[config.mk]
export PLATFORM = sky130hd
export DESIGN_NAME = serial_frame_rx
export DESIGN_NICKNAME = d
export VERILOG_FILES = /design/src/rtl/serial_frame_rx.sv
export SDC_FILE = /design/constraint.sdc
export NUM_CORES = 1
export LEC_CHECK = 0
export ABC_AREA = 0
export CAP_MARGIN = 40
export CORE_MARGIN = 3
export CORE_UTILIZATION = 50
export CTS_CLUSTER_SIZE = 20
export DETAILED_ROUTE_END_ITERATION = 10
export PLACE_DENSITY = 0.76
export SETUP_SLACK_MARGIN = 0.02
export SLEW_MARGIN = 15
export SYNTH_ARGS = -nofsm -noshare
export SYNTH_HDL_FRONTEND = slang
export SYNTH_SLANG_ARGS = --single-unit
[constraint.sdc]
create_clock -name Clk -period 1.7 [get_ports Clk]
set_clock_uncertainty 0.1 [all_clocks]
set_input_delay 0.51 -clock Clk [delete_from_list [all_inputs] [get_ports Clk]]
set_output_delay 0.51 -clock Clk [all_outputs]
set_load 0.02 [all_outputs]
[src/rtl/serial_frame_rx.sv]
// Framed serial receiver: hunts for a start bit, shifts in 2**LOGWIDTH bits LSB first,
// and buffers the word behind a Valid/Accept handshake. Optional parity check: PARITY_EN.
module serial_frame_rx #(
    parameter int LOGWIDTH = 5
) (
    input  logic                     Clk,
    input  logic                     Srst,
    input  logic                     In,
    output logic [2**LOGWIDTH-1:0]   Out,
    output logic                     Valid,
    input  logic                     Accept,
    output logic                     ParityErr,
    output logic                     Overrun,
    output logic                     Busy
);

    localparam int W = 2**LOGWIDTH;

`ifdef PARITY_EN
    typedef enum logic [1:0] {IDLE, DATA, PAR} state_t;
`else
    typedef enum logic [1:0] {IDLE, DATA} state_t;
`endif

    state_t              state_q, state_d;
    logic [LOGWIDTH-1:0] ind_q, ind_d;
    logic [W-1:0]        shift_q, shift_d;
    logic [W-1:0]        out_q, out_d;
    logic                valid_q, valid_d;
    logic                perr_q, perr_d;
    logic                ovr_q, ovr_d;

    logic                complete;
    logic [W-1:0]        word;
    logic                word_perr;

    // Frame FSM: produces a one-cycle completion strobe with the finished word.
    always_comb begin
        state_d   = state_q;
        ind_d     = ind_q;
        shift_d   = shift_q;
        complete  = 1'b0;
        word      = shift_q;
        word_perr = 1'b0;
        case (state_q)
            IDLE: begin
                if (In) begin
                    state_d = DATA;
                    ind_d   = '0;
                end
            end
            DATA: begin
                shift_d = {In, shift_q[W-1:1]};
                ind_d   = ind_q + LOGWIDTH'(1);
                if (&ind_q) begin
`ifdef PARITY_EN
                    state_d = PAR;
`else
                    complete = 1'b1;
                    word     = shift_d;
                    state_d  = IDLE;
`endif
                end
            end
`ifdef PARITY_EN
            PAR: begin
                complete  = 1'b1;
                word      = shift_q;
                word_perr = In ^ (^shift_q);
                state_d   = IDLE;
            end
`endif
            default: state_d = IDLE;
        endcase
    end

    // One-entry buffer: a word finishing while the previous one is unconsumed is dropped.
    always_comb begin
        out_d   = out_q;
        valid_d = valid_q;
        perr_d  = perr_q;
        ovr_d   = ovr_q;
        if (complete) begin
            if (!valid_q || Accept) begin
                out_d   = word;
                perr_d  = word_perr;
                valid_d = 1'b1;
            end else begin
                ovr_d = 1'b1;
            end
        end else if (valid_q && Accept) begin
            valid_d = 1'b0;
        end
    end

    always_ff @(posedge Clk) begin
        if (Srst) begin
            state_q <= IDLE;
            ind_q   <= '0;
            shift_q <= '0;
            out_q   <= '0;
            valid_q <= 1'b0;
            perr_q  <= 1'b0;
            ovr_q   <= 1'b0;
        end else begin
            state_q <= state_d;
            ind_q   <= ind_d;
            shift_q <= shift_d;
            out_q   <= out_d;
            valid_q <= valid_d;
            perr_q  <= perr_d;
            ovr_q   <= ovr_d;
        end
    end

    assign Out       = out_q;
    assign Valid     = valid_q;
    assign ParityErr = perr_q;
    assign Overrun   = ovr_q;
    assign Busy      = (state_q != IDLE);

endmodule

Yosys cells after proc, flatten, opt, wreduce, memory -nomap -nowiden --
Cells that the tools add are included. W data, S select, Z words.
Word-level totals: output and inout port bits 36, word-level logic and storage cells 37, bits of input ports 4, register bits 73
Operators by class: bitwise operators 1, equality and inequality tests 4, multiplexer cells 12, $add $sub $neg 1, reduce and logical (&&, ||, !) cells 13
Operators by type and width (count):
- $mux W32 | 2
- $pmux W5 S2 | 1
- $reduce_and A2 Y1 | 5
- $reduce_bool A2 Y1 | 3
- $add A5 B1 Y5 const B | 1
- $mux W1 | 5
- $mux W5 | 1
- $reduce_and A5 Y1 | 1
- $mux W2 | 2
- $ne A2 B2 Y1 const B | 2
- $pmux W2 S2 | 1
- $eq A2 B1 Y1 const B | 1
- $logic_not A2 Y1 | 1
- $ne A2 B1 Y1 const B | 1
- $logic_and A1 B1 Y1 | 1
- $logic_not A1 Y1 | 1
- $logic_or A1 B1 Y1 | 1
- $not A1 Y1 | 1

Depth between registers and ports, before layout --
depth after elaboration 5, depth in mapped cells 8, depth with buffers taken out 6

Worst setup path after synthesis --
Ideal clock, no wire load.
path type register to register, start reg ind_q[0], end reg out_q[23], in the netlist Out[23], arrival time 1.554 ns, library setup time 0.144 ns, clock period less this slack 1.797 ns, buffers on the path 2, cell stages (with the launch flop) 9, path slack -0.097 ns, data required time 1.456 ns, cell sequence dfxtp_1 -> ha_1 -> and3_1 -> ha_1 -> and2_1 -> buf_4 -> buf_4 -> a21oi_1 -> a311oi_2
Between the ends: cells in the longest elaborated chain, start to end 4, elaborated cells on any way between the ends 6, classes of those cells mux (4); reduce/logical (2)
RTL lines:
- from (decl) | line 26 | logic [LOGWIDTH-1:0] ind_q, ind_d;
- from (signal assigned) | line 107 | ind_q <= ind_d;
- $reduce_and A5 Y1 (*) | line 55 | if (&ind_q) begin
- $mux W1 | line 55
- $mux W1 | line 45 | case (state_q)
- $reduce_and A2 Y1 (no source line)
- to (signal assigned) | line 109 | out_q <= out_d;
- to (decl) | line 28 | logic [W-1:0] out_q, out_d;
Mark *: on every way between the ends. The rest lies on a longest branch, timed or not. A chain may end at the register's enable or synchronous reset.

Worst setup path after layout --
start reg ind_q[0], end reg ovr_q, in the netlist Overrun
Between the ends: cells in the longest elaborated chain, start to end 4
RTL lines:
- $reduce_and A5 Y1 | line 55
- $mux W1 | line 55
- $mux W1 | line 45
- $reduce_and A2 Y1 (no source line)
- to (signal assigned) | line 112 | ovr_q <= ovr_d;
- to (decl) | line 31 | logic ovr_q, ovr_d;
Every way passes these cells.

==> impl_results.md <==
- Routed len/inst: about 16 µm
- DRT antenna net count: 0
- Post-DP HPWL: approximately 4.1 mm
- Initial antenna violation count: 0
- Share of post-route cells with drive strength above 1: 32.80%
- CP arrival: around 1900 ps
- Rows: 28
- Final cell count without fillers: 450
- Vias in the first global route: 2365
- Post-synthesis area per instance: just under 10 µm²
- First-pass DRT Iterations: 4
- Top cell type's share of synthesized area: about 45%
- Power per cell area: between 800 and 900 nW/µm²
- Num ports: 40
- Unique cell type count in the Yosys netlist: 27
- Die ar.: around 7400 µm²
- Min cycle time layout: ~1700 ps
- Buffers on Ports: 38
- Violated checks: setup timing
- First-iteration detailed-routing DRC count: ~120
- Top-count cell post-synth: dfxtp_1
- Drc violations: 0
- Post-Syn Instances: roughly 330
- Area contributors post-synth: dfxtp_1 45%, a311oi_2 12%, mux2i_1 10%
- Nets@finish: 377
- CP Launch Type: flip-flop
- Async S/R FF share, synth: 0%
- RSZ-0062 raised after global routing: true
- Core Region: just over 6000 µm²
- H-Tree Depth: 3
- Largest net degree at the start of global routing: 74
- Endpoints failing setup: 12
- Top cells by count, synth: 72 x dfxtp_1, 39 x nor2_1, 33 x mux2i_1, 33 x nand3_1, 32 x nand2_1
- Status: finished, violations left
- First-pass GRT wire length: about 12 mm
- Top cell type by total area after synthesis: dfxtp_1
- Top FF cell, synth: dfxtp_1
- CTS max path bufs: 2
- # diodes: 0
- Min-Delay Startpoint: Overrun
- Clock sink total: 72
- Post-synth EDFFs: 0
- Worst setup margin: -31.40 ps
- Clock slew at reported path FFs: 80 ps
- Fmax: 577.6 MHz
- Post-Route WL: slightly above 7 mm
- Die H: between 80 and 90 µm
- Vias per cell: around 5.7
- Initial core utilization: 52.89%
- Crit-path max FO: 5
- Synthesized Nets: about 330
- Worst Hold Path Cells: 2
- Skew-Pair Late Insertion Delay: ~340 ps
- Routed via count: roughly 2600
- VDD IR max: between 0.6 and 0.7 mV
- Worst reg2reg path depth: 8
- Sequential-to-total area share from yosys stat: roughly 45%
- Final Cycle Share: 101.8%
- Fin. Hold Viols: 0
- Gr ovfl total: 0
- Placer congestion estimate: around 0.73
- Placed Cells: 425
- Ys Warns: 0
- Crit. End Element: flip-flop
- Synthesis-stage register bit count: 72
- Clk Tree Root Cell: clkbuf_8
- Slew Limit Fails: 0
- Required @ worst endpoint: approximately 1800 ps
- Hold endpoint: Overrun
- Area grow syn2layout: 32.59%
- CTS tree: built
- Cts bufs inserted: 9
- Die Wd: between 80 and 90 µm
- Fill count: around 440
- Crit path kind: reg2reg
- Max_cap viols: 0
- Reg2reg start: ind_q[0]
- R2r endpoint: Overrun
- HP Class: reg2reg
- R2R setup slack: -30 ps
- Global Route Usage Sum: around 20%
- Leakage: 1.539 nW
- Tot Pwr: between 3 and 4 mW
- Mapped Area: around 3200 µm²
- Dpl ws: -170.0 ps
[layout by cell type (no fill, tap or decap), types with 2 or more instances in the layout]
cell	count
buf_16	3
a311oi_2	28
ha_4	2
clkbuf_8	11
dfxtp_1	69
dlygate4sd2_1	14
clkbuf_16	2
bufinv_16	3
buf_6	2
a211oi_1	2
buf_4	11
mux2i_1	33
clkbuf_2	6
a21oi_2	28
clkdlybuf4s50_1	2
o21ai_0	3
nor2_1	38
buf_12	8
a22oi_1	2
a21oi_4	2
nand3_1	31
a21oi_1	6
buf_2	2
dfxtp_2	3
clkdlybuf4s15_1	15
nand2_1	30
[kinds of logic after synthesis]
group | count (synthesis) | share of synthesized area, %
adder cells (fa/ha/maj) | 3 | 1.171
AO/OA/AOI/OAI | 73 | 22.60
buffers and inverters | 35 | 6.050
XOR/XNOR | 1 | 0.2733
AND/OR/NAND/NOR | 109 | 14.52
other | 1 | 0.1170
multiplexers | 33 | 10.30
flip-flops | 72 | 44.96
[worst max path at each step]
| stage | endpoint | cells after the start | slack, ps | startpoint |
|---|---|---|---|---|
| global placement | Out[8] | 5 | -150 | Accept |
| floorplan | Out[3] | 8 | 30 | ind_q[1] |
| global route | Out[21] | 8 | -70 | ind_q[0] |
| detailed placement | Out[17] | 5 | -170 | Accept |
| CTS | Out[26] | 7 | -60 | ind_q[1] |
| finish | Overrun | 8 | -30 | ind_q[0] |
[where the power goes]
part	internal, mW	total [mW]	switching, mW
clock network	1.05	1.68	0.627
logic	0.0562	0.149	0.0933
registers	1.69	1.70	0.00896
total	2.80	3.53	0.729
[layer usage]
metal	share of wire, %	global-route usage, %
met1	44	26.28
met3	4.2	3.939
met5	0	0
met4	1.2	6.906
met2	51	31.67
[final cells by class]
cell class	count	area [µm²]	share of cell area, %
Tap cell	75	93.84	2.208
Clock buffer	11	151.4	3.562
Timing Repair Buffer	66	745.7	17.54
Clock inverter	5	102.6	2.414
Inverter	1	3.754	0.08831
Sequential cell	72	1445	34.00
Multi-Input combinational cell	220	1708	40.18
[registers in the layout, summed over array words and instances, names as in the netlist]
name	flops
Out	32
shift_q	32
ind_q	5
Overrun	1
Valid	1
state_q	1
[repair_timing]
action | in CTS | in global routing
resized for setup | 44 | 44
setup endpoints to repair | 64 | 53
hold buffers | 0 | 0
pin swaps | 1 | 25
cloned | 3 | 2
setup buffers | 1 | 3
[critical path, stage by stage (launching register included)]
cell       delay [ps]
dfxtp_2           340
ha_4              150
and3_4            190
ha_4              160
and2_4            210
buf_12            140
clkbuf_16         150
a21oi_1           140
nor2_1             50
[through the flow]
step / utilization [%] / setup TNS (ps) / area (µm²) / hold WS (ps)
after floorplan: - / 0 / 3282 / 355.6
after global placement: 62.08 / -4274 / 3762 / 353.0
after detailed placement: 62.08 / -4844 / 3762 / 358.8
after CTS: 67.36 / -531.4 / 4083 / 372.2
after global routing: 70.13 / -1193 / 4250 / 378.4
final: 70.13 / -171.6 / 4250 / 366.8
No activity file was read; power rests on OpenSTA's default activity.
